$ cat src/rtl/display_scan_capture.sv
// Captures the four digits of a multiplexed active-low 7-segment display.
// Each anode dwell is sampled once after settling; a frame is published after all four digits are sampled.
module dsc_slot (
  input  logic       Clk,
  input  logic       Reset,
  input  logic       load,
  input  logic [6:0] seg,
  output logic [3:0] nib,
  output logic       err,
  output logic       blank
);
  logic [3:0] dec_nib;
  logic       dec_err, dec_blank;

  // Segment patterns are active-low {a,b,c,d,e,f,g}.
  always_comb begin
    dec_nib   = 4'h0;
    dec_err   = 1'b0;
    dec_blank = 1'b0;
    case (seg)
      7'h01: dec_nib = 4'h0;
      7'h4F: dec_nib = 4'h1;
      7'h12: dec_nib = 4'h2;
      7'h06: dec_nib = 4'h3;
      7'h4C: dec_nib = 4'h4;
      7'h24: dec_nib = 4'h5;
      7'h20: dec_nib = 4'h6;
      7'h0F: dec_nib = 4'h7;
      7'h00: dec_nib = 4'h8;
      7'h04: dec_nib = 4'h9;
      7'h08: dec_nib = 4'hA;
      7'h60: dec_nib = 4'hB;
      7'h31: dec_nib = 4'hC;
      7'h42: dec_nib = 4'hD;
      7'h30: dec_nib = 4'hE;
      7'h38: dec_nib = 4'hF;
      7'h7F: dec_blank = 1'b1;
      default: dec_err = 1'b1;
    endcase
  end

  always_ff @(posedge Clk) begin
    if (Reset) begin
      nib   <= 4'h0;
      err   <= 1'b0;
      blank <= 1'b0;
    end else if (load) begin
      nib   <= dec_nib;
      err   <= dec_err;
      blank <= dec_blank;
    end
  end
endmodule

module display_scan_capture #(
  parameter int SETTLE_CYCLES  = 4,
  parameter int TIMEOUT_CYCLES = 1000000
) (
  input  logic        Clk,
  input  logic        Reset,
  input  logic [3:0]  Anode,
  input  logic [6:0]  LED_i,
  output logic [15:0] value,
  output logic        valid,
  output logic [3:0]  err,
  output logic [3:0]  blank,
  output logic        stale
);
  localparam int NUM_LANES = 4;
  localparam int CW = $clog2(TIMEOUT_CYCLES + 1);
  localparam logic [7:0]    SETTLE_W = 8'(SETTLE_CYCLES);
  localparam logic [CW-1:0] TO_W     = CW'(TIMEOUT_CYCLES);

  typedef enum logic [1:0] {IDLE, SETTLE, HOLD} state_t;

  state_t state, next_state;
  logic [3:0]  anode_q, anode_prev;
  logic [6:0]  led_q;
  logic [7:0]  dwell, dwell_nxt;
  logic        anode_ok, changed, sample, frame_done;
  logic [NUM_LANES-1:0] seen, load;
  logic [NUM_LANES-1:0][3:0] slot_nib;
  logic [NUM_LANES-1:0] slot_err, slot_blank;
  logic [CW-1:0] stale_cnt;

  always_ff @(posedge Clk) begin
    if (Reset) begin
      anode_q    <= 4'hF;
      led_q      <= 7'h7F;
      anode_prev <= 4'hF;
    end else begin
      anode_q    <= Anode;
      led_q      <= LED_i;
      anode_prev <= anode_q;
    end
  end

  assign anode_ok = ($countones(~anode_q) == 1);
  assign changed  = (anode_q != anode_prev);

  always_ff @(posedge Clk) begin
    if (Reset) begin
      state <= IDLE;
      dwell <= 8'd0;
    end else begin
      state <= next_state;
      dwell <= dwell_nxt;
    end
  end

  // A fresh or changed anode restarts the dwell at 1; sampling happens when the
  // post-edge count reaches SETTLE_CYCLES, so HOLD blocks a second sample.
  always_comb begin
    next_state = state;
    dwell_nxt  = dwell;
    sample     = 1'b0;
    if (!anode_ok) begin
      next_state = IDLE;
      dwell_nxt  = 8'd0;
    end else if (state == IDLE || changed) begin
      next_state = SETTLE;
      dwell_nxt  = 8'd1;
    end else if (state == SETTLE) begin
      dwell_nxt = dwell + 8'd1;
    end
    if (next_state == SETTLE && dwell_nxt == SETTLE_W) begin
      sample     = 1'b1;
      next_state = HOLD;
    end
  end

  assign load = {NUM_LANES{sample}} & ~anode_q;

  genvar g;
  generate
    for (g = 0; g < NUM_LANES; g++) begin : g_slot
      dsc_slot u_slot (
        .Clk   (Clk),
        .Reset (Reset),
        .load  (load[g]),
        .seg   (led_q),
        .nib   (slot_nib[g]),
        .err   (slot_err[g]),
        .blank (slot_blank[g])
      );
    end
  endgenerate

  assign frame_done = (seen == 4'hF);

  // Publishing clears seen, but a sample on the same edge already belongs to the next frame.
  always_ff @(posedge Clk) begin
    if (Reset) begin
      seen  <= 4'h0;
      value <= 16'h0;
      err   <= 4'h0;
      blank <= 4'h0;
      valid <= 1'b0;
    end else begin
      seen  <= (frame_done ? 4'h0 : seen) | load;
      valid <= frame_done;
      if (frame_done) begin
        value <= slot_nib;
        err   <= slot_err;
        blank <= slot_blank;
      end
    end
  end

  always_ff @(posedge Clk) begin
    if (Reset || frame_done)
      stale_cnt <= '0;
    else if (stale_cnt != TO_W)
      stale_cnt <= stale_cnt + 1'b1;
  end

  assign stale = (stale_cnt == TO_W);
endmodule
$ cat config.mk
export PLATFORM = sky130hd
export DESIGN_NAME = display_scan_capture
export DESIGN_NICKNAME = d
export VERILOG_FILES = /design/src/rtl/display_scan_capture.sv
export SDC_FILE = /design/constraint.sdc
export NUM_CORES = 1
export LEC_CHECK = 0
export CAP_MARGIN = 20
export CORE_MARGIN = 2
export CORE_UTILIZATION = 53
export DETAILED_ROUTE_END_ITERATION = 8
export GPL_ROUTABILITY_DRIVEN = 0
export HOLD_SLACK_MARGIN = 0.12
export PLACE_DENSITY_LB_ADDON = 0.12
export SLEW_MARGIN = 5
export SYNTH_ARGS = -nofsm -noshare
export SYNTH_HDL_FRONTEND = slang
export SYNTH_HIERARCHICAL = 1
export SYNTH_SLANG_ARGS = --single-unit
export TNS_END_PERCENT = 10
$ cat constraint.sdc
create_clock -name Clk -period 3.3 [get_ports Clk]
set_input_delay 0.66 -clock Clk [delete_from_list [all_inputs] [get_ports Clk]]
set_output_delay 0.66 -clock Clk [all_outputs]
set_load 0.05 [all_outputs]
After elaboration in Yosys (flattened, before gate mapping) --
Cells that the tools add are included.
Word-level totals: register bits 98, input port bits 13, output and inout bits 26, word-level logic and storage cells 74
Cells by class: $add $sub $neg 5, equality and inequality tests 24, mux-type cells 11, bitwise logic cells 3, reductions and logical operators 7
Operator list (number):
- one-hot mux 4 bit (15 select lines) | 1
- == test 7 x 6 -> 1 bit, second input constant | 5
- == test 7 bit, second input constant | 5
- 2-to-1 mux 8 bit | 3
- adder 20 x 1 -> 20 bit, second input constant | 1
- == test 20 bit, second input constant | 1
- != test 20 bit, second input constant | 1
- OR reduction 17 bit | 1
- == test 7 x 3 -> 1 bit, second input constant | 2
- == test 7 x 4 -> 1 bit, second input constant | 2
- adder 8 x 1 -> 8 bit, second input constant | 1
- == test 8 x 3 -> 1 bit, second input constant | 1
- == test 7 x 1 -> 1 bit, second input constant | 1
- == test 7 x 5 -> 1 bit, second input constant | 1
- zero test 7 bit | 1
- 2-to-1 mux 2 bit | 3
- adder 1 x 1 -> 2 bit | 2
- AND 4 bit | 1
- == test 2 x 1 -> 1 bit, second input constant | 2
- == test 4 bit, second input constant | 1
- 2-to-1 mux 4 bit | 1
- != test 4 bit | 1
- NOT 4 bit | 1
- bitwise OR 4 bit | 1
- other kinds (7) | 10

Logic depth before layout (Yosys ltp) --
Gate-level depths: netlist (run 1).
word-level depth 10, depth in mapped cells 13, mapped depth without buffers 12

Modules after synthesis --
Netlist (run 1), hierarchy kept.
By module, submodules not included:
- display_scan_capture | instances 1, cells each 342, area an instance 3021.6 µm², sequential area each 1481.4 µm²
- dsc_slot | instances 4, cells each 71, area an instance 600.6 µm², sequential area each 120.1 µm²

Worst setup path before layout (run 1) --
Ideal clock, no wire load.
path type register to output, from register stale_cnt[0], to output stale, arrival time 2587 ps, data required time 2640 ps, setup slack 53 ps, cell stages (with the launch flop) 5, path buffers 0, cell sequence dfxtp_1 > inv_1 > ha_1 > or4bb_1 > nor4_1
Between the ends: cells in the longest elaborated chain, start to end 1
Ends and longest elaborated chain:
- start: declaration | RTL line 84 | logic [CW-1:0] stale_cnt;
- start signal: assignment | RTL line 174 | stale_cnt <= stale_cnt + 1'b1;
- == test 20 bit | RTL line 177 | assign stale = (stale_cnt == TO_W);
- end: declaration | RTL line 67 | output logic stale
No other way between the ends.

Worst setup path after layout (run 1) --
from register anode_q[1], to register g_slot[2].u_slot.err
Between the ends: cells in the longest elaborated chain, start to end 9, elaborated cells on any way between the ends 15, those cells by class add/sub (2); eq/ne (4); mux (5); bitwise (2); reduce/logical (2)
Ends and longest elaborated chain:
- start: declaration | RTL line 77 | logic [3:0] anode_q, anode_prev;
- start signal: assignment | RTL line 92 | anode_q <= Anode;
- NOT 4 bit | RTL line 98 | assign anode_ok = ($countones(~anode_q) == 1);
- adder 1 x 1 -> 2 bit (implied by the code) | RTL line 98
- adder 2 x 2 -> 3 bit (implied by the code) | RTL line 98
- == test 3 x 1 -> 1 bit | RTL line 98
- 2-to-1 mux 8 bit / 2-to-1 mux 2 bit (equally long branches) | RTL line 117 | if (!anode_ok) begin
- == test 8 x 3 -> 1 bit / == test 2 x 1 -> 1 bit (equally long branches) | RTL line 126 | if (next_state == SETTLE && dwell_nxt == SETTLE_W) begin
- logical AND 1 bit * | RTL line 126
- 2-to-1 mux 1 bit * | RTL line 126
- AND 4 bit * | RTL line 132 | assign load = {NUM_LANES{sample}} & ~anode_q;
- via load[2] | RTL line 81 | logic [NUM_LANES-1:0] seen, load;
- end signal: assignment | RTL line 49 | err <= dec_err;
- end: declaration | RTL line 9 | output logic err,
The timed path passes the listed nets; every way through them passes the cells marked *. A chain may end at the register's enable or synchronous reset.

==> summary.md, run 1 <==
| Metric | Value |
|---|---|
| H-Tree Level Count | `3` |
| Setup crit start | `anode_q[1]$_SDFF_PP1_` |
| Fin. Hold Viols | `0` |
| Mapped Nets | `roughly 650` |
| Overall routed net length | `approximately 12,000 um` |
| Final setup vio count | `0` |
| Hold-fix buffers, CTS | `0` |
| Routed vias | `between 4,000 and 5,000` |
| Cell count after synthesis | `roughly 630` |
| Largest net degree at the start of global routing | `64` |
| TritonRoute pass-1 iters | `7` |
| RSZ-0062 raised after global routing | `true` |
| Asr flop ratio synth | `0%` |
| Fin. max-slew vios | `0` |
| WL per Instance | `roughly 15 um` |
| Worst min path class | `reg2reg` |
| Worst VDD drop | `between 0.2 and 0.3 mV` |
| Crit path max fanout | `8` |
| # IOs | `39` |
| Avg Inst Size Synth | `roughly 8.7 sq um` |
| Worst stage delay on the critical path | `roughly 0.52 ns` |
| Multi-input gate area | `around 3200 sq um` |
| Hold path startpoint | `g_slot[0].u_slot/nib[1]$_SDFFE_PP0P_` |
| GRT Total Usage | `22.10%` |
| CP Launch Type | `flop` |
| Power consumption | `0.002250 W` |
| Yosys warns | `6` |
| Rel. slew slack | `between 30% and 40%` |
| Die Height | `105.2 um` |
| Layout area overhead | `11.76%` |
| Critical path endpoint category | `flop` |
| Final std cells w/o fill | `slightly below 800` |
| Max Buffers Root-to-Sink | `2` |
| Root buf cell | `clkbuf_8` |
| Leading area contributor after synthesis | `dfxtp_1` |
| CP Cell Sequence | `fa_1 > inv_1 > ha_1 > ha_1 > nor2_1 > nand2_1 > nor4_4 > nand4_4 > nor3_1 > a21boi_1 > and4_1 > a31o_1` |
| CP delay by family, top | `simple AND/OR/NAND/NOR gates` |
| Clk_skew | `about 0.0095 ns` |
| Post-synth EDFFs | `0` |
| Diodes inserted | `0` |
| Most used cell, CP | `ha_1` |
| CTS tree | `done` |
| Outcome | `finished, final reports clean` |
| CP Class | `reg2reg` |
| CP required | `about 3.6 ns` |
| Pwr per Cell Area | `approximately 370 nW/um^2` |
| Area of the core | `~10000 sq um` |
| Layout fillers | `about 900` |
| Remaining DRCs | `0` |
| Detailed-placement wirelength estimate | `between 7000 and 8000 um` |
| CP max-delay cell | `fa_1` |
| Worst flop-to-flop path startpoint | `anode_q[1]$_SDFF_PP1_` |
| Port-buffer cells | `38` |
| Global-route wire length before repair | `approximately 20,000 um` |
| Lkg Pwr | `about 1.9 nW` |
| Final Net Count | `about 670` |
| Unique cell type count in the Yosys netlist | `59` |
| DIE AREA | `11,060 sq um` |
| R2R Setup Slk | `approximately 0.16 ns` |
| DRT iter0 DRCs | `288` |
| Max Clk Rate | `~320 MHz` |
| Post-place setup slack | `0.001704 ns` |
| Max-cap violation count | `0` |
| Worst setup margin | `between 0.15 and 0.2 ns` |
| CTS clk-pin slew, worst paths | `approximately 0.090 ns` |
| Predominant post-synthesis flop cell | `dfxtp_1` |
| Vias in the first global route | `4,262` |
| Mapped Area | `between 5000 and 6000 sq um` |
| Placed insts | `approximately 770` |
| Clock buffer count from CTS | `9` |
| Initial Util | `54.98%` |
| Period utilization | `between 90% and 100%` |
| Seq/Total Area, Yosys | `~36%` |
| Layout cells sized above 1 | `between 10 and 15%` |
| Reg area | `~2000 sq um` |
| Top cell type's share of synthesized area | `36.17%` |
| Die W | `105.2 um` |
| Worst slew pin tran | `approximately 0.95 ns` |
| Antenna violations before repair | `0` |
| Num Clock Sinks | `98` |
| Final min period | `approximately 3.1 ns` |
| Seq cells post-synth | `98` |
| Worst Path Arrival | `roughly 3.5 ns` |
| Antenna-violating nets left | `0` |
| Rows | `36` |
| Crit path buf inv count | `1` |
| Number of vias per cell | `between 5 and 6` |
| Top cells by area, synth | `dfxtp_1 (36%), nand2_1 (5.2%), nor2_1 (4.4%), a21oi_1 (3.3%), xnor2_1 (3.1%)` |
| Worst skew pair latency | `0.37 ns` |
| Overflow after GRT | `0` |
-- metrics by stage --
| step | hold WS (ns) | area [sq um] | utilization (%) | setup TNS (ns) |
|---|---|---|---|---|
| floorplan | 0.4271 | 5424 | - | 0 |
| global placement | 0.4436 | 5791 | 58.70 | 0 |
| detailed placement | 0.4480 | 5791 | 58.70 | 0 |
| CTS | 0.4609 | 5998 | 60.81 | 0 |
| global route | 0.4668 | 6062 | 61.45 | -0.2470 |
| finish | 0.4536 | 6062 | 61.45 | 0 |
-- metal layers --
| metal | up-vias | share of wire, % | GRT usage (%) | routed length [um] |
|---|---|---|---|---|
| li1 | 2297 | - | - | - |
| met1 | 2168 | 48 | 30.26 | 5703 |
| met2 | 72 | 48 | 35.99 | 5657 |
| met3 | 8 | 3.2 | 3.244 | 376 |
| met4 | 0 | 1.3 | 6.667 | 150 |
| met5 | - | 0 | 0 | 0 |
-- logic make-up after synthesis --
group | share of synthesized area, %
mux | 0.3691
fa+ha+maj | 1.523
flops | 36.17
simple gates | 36.59
compound gates | 14.07
buf+inv | 5.952
xor+xnor | 5.329
-- power breakdown --
group	switching (W)	total, W	internal, W
Combinational	0.000138	0.000221	0.0000829
Sequential	0.0000214	0.00122	0.00120
Clock	0.000418	0.000811	0.000393
Total	0.000577	0.00225	0.00167
-- worst paths after layout --
| path | depth (start not counted) | to |
|---|---|---|
| worst max register to register | 12 | g_slot[2].u_slot/err$_SDFFE_PP0P_ |
| worst max-delay path | 12 | g_slot[2].u_slot/err$_SDFFE_PP0P_ |
| worst min register to register | 2 | value[1]$_SDFFE_PP0P_ |
| worst min-delay path | 2 | value[1]$_SDFFE_PP0P_ |
-- state kept, by name (all words and copies together) (netlist names) --
register and flops:
g_slot.u_slot/nib 16, state 2, value 16, anode_prev 4
dwell 8, anode_q 4, valid 1, g_slot.u_slot/err 4
blank 4, led_q 7, stale_cnt 20, seen 4
g_slot.u_slot/blank 4, err 4
-- layout by cell type (no fill, tap or decap), drive strengths merged, types with 8 or more instances in the layout --
cell type and count:
dfxtp 98, o21ai 14, nand3 19, nor4 20, a311oi 16, and3 14, nand2 75, nand4 19
or2 16, nor3b 9, a21oi 36, inv 8, buf 21, nand3b 9, clkdlybuf4s50 36, nor2 64
nor4b 10, nand2b 11, xnor2 19, clkbuf 12, nor3 19, o21a 13, xor2 14, nor4bb 9
-- synth_stat cells (7+ instances only) --
| master | number |
|---|---|
| a21oi_1 | 36 |
| buf_2 | 12 |
| nor4_2 | 9 |
| nor4bb_1 | 9 |
| nand3b_1 | 9 |
| nand2_1 | 75 |
| o21a_1 | 13 |
| buf_6 | 13 |
| xor2_1 | 14 |
| clkbuf_1 | 16 |
| nor2_1 | 63 |
| o21ai_0 | 10 |
| a311oi_1 | 12 |
| nand4_1 | 18 |
| nand2b_1 | 11 |
| nor3_1 | 19 |
| and3_1 | 10 |
| inv_1 | 7 |
| dfxtp_1 | 98 |
| nand3_1 | 19 |
| nor3b_1 | 9 |
| xnor2_1 | 19 |
| or2_2 | 16 |
-- worst min-delay path, cell delays in order (launching register included) --
cell,delay (ns)
dfxtp_1,0.32
nand2_1,0.06
a21oi_1,0.05
-- layout make-up --
| class | instances | area share, % |
|---|---|---|
| timing repair buffer | 58 | 8.834 |
| inverter | 7 | 0.4334 |
| tap | 133 | 2.745 |
| sequential | 98 | 32.38 |
| multi-input combinational | 476 | 52.26 |
| clock buffer | 12 | 2.559 |
| clock inverter | 3 | 0.7843 |
-- what timing repair did --
action | CTS | global route
gates resized for setup | 2 | 5
endpoints found under the hold margin | 0 | 0
setup endpoints to repair | 2 | 17
buffers inserted | 0 | 3
cloned | 0 | 0
pin swaps | 0 | 2
Power figures use the tool's default switching activity.
==> run 2: changes to the inputs <==
Settings changed: CORE_UTILIZATION 53 to 51, SYNTH_HIERARCHICAL 1 to not set.
==> run 2 against run 1 <==
  * Combinational power fell by 51%
  * Synthesized cell count down 23%
  * Critical endpoint is now stale
  * Worst hold slack gained 0.0032 ns
==> summary.md, run 2 <==
| Metric | Value |
|---|---|
| Psw | `0.0004849 W (-16%)` |
| Global-route wire length before repair | `14,340 um (-30%)` |
| Max Clk Rate | `325.7 MHz (+2.2%)` |
| Number of vias per cell | `5.387 (-6.7%)` |
| Final min period | `3.070 ns (-0.06720 ns)` |
| Multi-input gate area | `2086 sq um (-34%)` |
| Lkg Pwr | `1.717 nW (-12%)` |
| Outcome | `finished, final reports clean` |
| Worst min path class | `reg2reg` |
| Cell count after synthesis | `481 (-23%)` |
| Layout area overhead | `14.57%` |
| Pwr per Cell Area | `446.8 nW/um^2 (+20%)` |
| Clk pwr share | `38.3% (+2.3 points)` |
| CP Launch Type | `flop` |
| Final setup TNS | `0 ns (unchanged)` |
| Diodes inserted | `0 (unchanged)` |
| Fin area | `4840 sq um (-20%)` |
| Port-buffer cells | `38 (unchanged)` |
| Commonest cells after routing, fill and taps aside | `dfxtp_1 (98), nand2_1 (68), nor2_1 (40)` |
| Postcts setup bufs | `0 (unchanged)` |
| Grt met2 use | `32.80% (-3.2 points)` |
| WL per Instance | `13.01 um (-14%)` |
| Root buf cell | `clkbuf_8` |
| Final setup vio count | `0 (unchanged)` |
| Max-cap violation count | `0 (unchanged)` |
| Worst setup margin | `0.2298 ns (+0.06720 ns)` |
| Most numerous cell in the Yosys netlist | `dfxtp_1` |
| Largest net degree at the start of global routing | `46 (-28%)` |
| Largest regs | `stale_cnt: 20 flops, g_slot.u_slot.nib: 16 flops, value: 16 flops` |
| Leading area contributor after synthesis | `dfxtp_1` |
| Logic pwr share | `5.0% (-4.8 points)` |
| TritonRoute pass-1 iters | `4 (-3)` |
| Die W | `95.01 um (-9.7%)` |
| Reg area | `1962 sq um (about the same)` |
| Overflow after GRT | `0 (unchanged)` |
| Final std cells w/o fill | `615 (-22%)` |
| CTS clk-pin slew, worst paths | `0.10 ns (about the same)` |
| CP delay by family, top | `buffers and inverters` |
| Max reg flops | `20 (unchanged)` |
| Top cells by area, synth | `dfxtp_1 (46%), nand2_1 (6.0%), nand3b_1 (4.3%), a21oi_1 (3.8%), nor2_1 (3.6%)` |
| Sw Share | `22.42% (-3.2 points)` |
| Die Height | `95.01 um (-9.7%)` |
| DIE AREA | `9026 sq um (-18%)` |
| Worst skew pair latency | `0.35 ns (-0.02 ns)` |
| Period utilization | `93.04% (-2.0 points)` |
| Worst stage delay on the critical path | `0.86 ns (+0.34 ns)` |
| Max Buffers Root-to-Sink | `2 (unchanged)` |
| Unique cell type count in the Yosys netlist | `56 (-5.1%)` |
| CP Cell Sequence | `or4b_1 > nor4_1 > clkdlybuf4s50_1` |
| Initial Util | `51.93% (-3.1 points)` |
| Detailed-placement wirelength estimate | `5528 um (-27%)` |
| Predominant post-synthesis flop cell | `dfxtp_1` |
| Hold WS | `0.4569 ns (+0.003219 ns)` |
| Fin. max-slew vios | `0 (unchanged)` |
| GRT met3 Usage | `3.113% (-0.13 points)` |
| Layout cells sized above 1 | `10.00% (-3.6 points)` |
| Layout fillers | `724 (-20%)` |
| Mapped Nets | `500 (-22%)` |
| Clk_skew | `0.01046 ns (+0.0009133 ns)` |
| CP required | `2.64 ns (-0.98 ns)` |
| Post-DP Area | `4626 sq um (-20%)` |
| Placed insts | `600 (-22%)` |
| Met1 Use GR | `26.37% (-3.9 points)` |
| H-Tree Level Count | `3 (unchanged)` |
| Remaining DRCs | `0 (unchanged)` |
| # IOs | `39 (unchanged)` |
| Rel. slew slack | `44.15% (+7.5 points)` |
| Yosys warns | `0 (-6)` |
| Seq cells post-synth | `98 (unchanged)` |
| CTS tree | `done` |
| Final Net Count | `525 (-22%)` |
| Area of the core | `8134 sq um (-18%)` |
| Seq/Total Area, Yosys | `46.45% (+10 points)` |
| Mapped Area | `4224 sq um (-22%)` |
| Clock buffer count from CTS | `9 (unchanged)` |
| DRT iter0 DRCs | `116 (-60%)` |
| Overall routed net length | `8002 um (-33%)` |
| Antenna-violating nets left | `0 (unchanged)` |
| Largest Register | `stale_cnt` |
| Worst slew pin tran | `0.8377 ns (-0.1121 ns)` |
| Num Clock Sinks | `98 (unchanged)` |
| Routed vias | `3,313 (-27%)` |
| Post-place setup slack | `0.3275 ns (+0.3258 ns)` |
| Pint | `0.001678 W (+0.28%)` |
| Post-cts gate resize count | `0 (-2)` |
| Fin. Hold Viols | `0 (unchanged)` |
| Crit path max fanout | `5 (-3)` |
| Top cells by count, synth | `dfxtp_1 (98), nand2_1 (68), nor2_1 (40)` |
| CP Class | `reg2out` |
| GRT Total Usage | `19.83% (-2.3 points)` |
| Worst Path Arrival | `2.41 ns (-1.04 ns)` |
| Worst VDD drop | `0.2395 mV (-9.8%)` |
| Antenna violations before repair | `0 (unchanged)` |
| Most common cell after layout, fill and taps aside | `dfxtp_1` |
| Rows | `33 (-8.3%)` |
| Crit path buf inv count | `1 (unchanged)` |
| Grt peak-use layer | `met2` |
| RSZ-0062 raised after global routing | `false` |
| Hold-fix buffers, CTS | `0 (unchanged)` |
| Seq pwr share | `56.7% (+2.5 points)` |
| Vias in the first global route | `3,155 (-26%)` |
| Asr flop ratio synth | `0% (unchanged)` |
| Top cell type's share of synthesized area | `46.45% (+10 points)` |
| Avg Inst Size Synth | `8.782 sq um (+1.4%)` |
| Post-synth EDFFs | `0 (unchanged)` |
| Critical path endpoint category | `output pin` |
| CP max-delay cell | `clkdlybuf4s50_1` |
run 2: cell types whose count changed after synthesis, sizes merged, moves of 10 or more:
cell and delta:
o21ai +18, and3 -11, o21a -12, nor3 -12, nor4 -15, nand4 -11
nand3b +15, buf -24, nand2b -10, nor2 -24, a311oi -16
run 2: worst paths after layout:
path | to | slack (ns) | depth (start not counted) | startpoint
worst max-delay path | stale | 0.23 | 3 | stale_cnt[10]$_SDFFE_PP0N_
worst min-delay path | value[7]$_SDFFE_PP0P_ | 0.46 | 2 | g_slot[1].u_slot.nib[3]$_SDFFE_PP0P_
worst max register to register | g_slot[2].u_slot.nib[2]$_SDFFE_PP0P_ | 0.27 | 11 | anode_q[0]$_SDFF_PP1_
worst min register to register | value[7]$_SDFFE_PP0P_ | 0.46 | 2 | g_slot[1].u_slot.nib[3]$_SDFFE_PP0P_
run 2: worst reg2reg max path, stage by stage, from the launching register on:
cell and delay (ns):
dfxtp_1 0.36, fa_1 0.54, inv_1 0.04, ha_1 0.17, ha_1 0.26, nor3b_1 0.28, nand4b_1 0.17, nor4_2 0.25
buf_4 0.20, nand4_2 0.34, nand3b_1 0.22, o21ai_1 0.08
run 2: power groups by stage:
stage | Sequential, W | Clock, W | Combinational, W
floorplan | 0.00124 | 0 | 0.0000891
finish | 0.00123 | 0.000828 | 0.000109
global placement | 0.00125 | 0 | 0.000108
CTS | 0.00123 | 0.000850 | 0.000110
global route | 0.00123 | 0.000895 | 0.000122
detailed placement | 0.00125 | 0 | 0.000110
run 2: area by class of cell:
type / instances / share of cell area [%]
multi-input combinational: 344 / 43.10
inverter: 11 / 0.8532
sequential: 98 / 40.54
clock buffer: 9 / 2.559
clock inverter: 6 / 1.861
tap: 105 / 2.715
timing repair buffer: 42 / 8.376
run 2: logic make-up (layout without fill, tap and decap cells):
logic type	count (synthesis)	in the layout	synth area share [%]
compound gates	87	87	12.14
xor+xnor	27	27	5.776
fa+ha+maj	6	6	1.955
buf+inv	39	68	4.176
flops	98	98	46.45
mux	2	2	0.4740
simple gates	222	222	29.03
run 2: per-stage QoR:
stage / util [%] / power, W
global route: 59.50 / 0.002247
detailed placement: 56.87 / 0.001363
CTS: 59.50 / 0.002185
floorplan: - / 0.001327
finish: 59.50 / 0.002163
global placement: 56.87 / 0.001361
run 2: layer usage:
layer	wire, um	vias to the layer above	part of all wire (%)
li1	-	1697	-
met1	3865	1552	48
met2	3768	52	47
met3	245	12	3.1
met4	123	0	1.5
met5	0	-	0
==> run 3: changes to the inputs <==
Settings changed: CORE_UTILIZATION 51 to 53, HOLD_SLACK_MARGIN 0.12 to 0.06, SLEW_MARGIN 5 to 10, SYNTH_HIERARCHICAL set to 1.
==> results of run 3 <==
The final DEF is identical to that of run 1; final timing and power are the same.
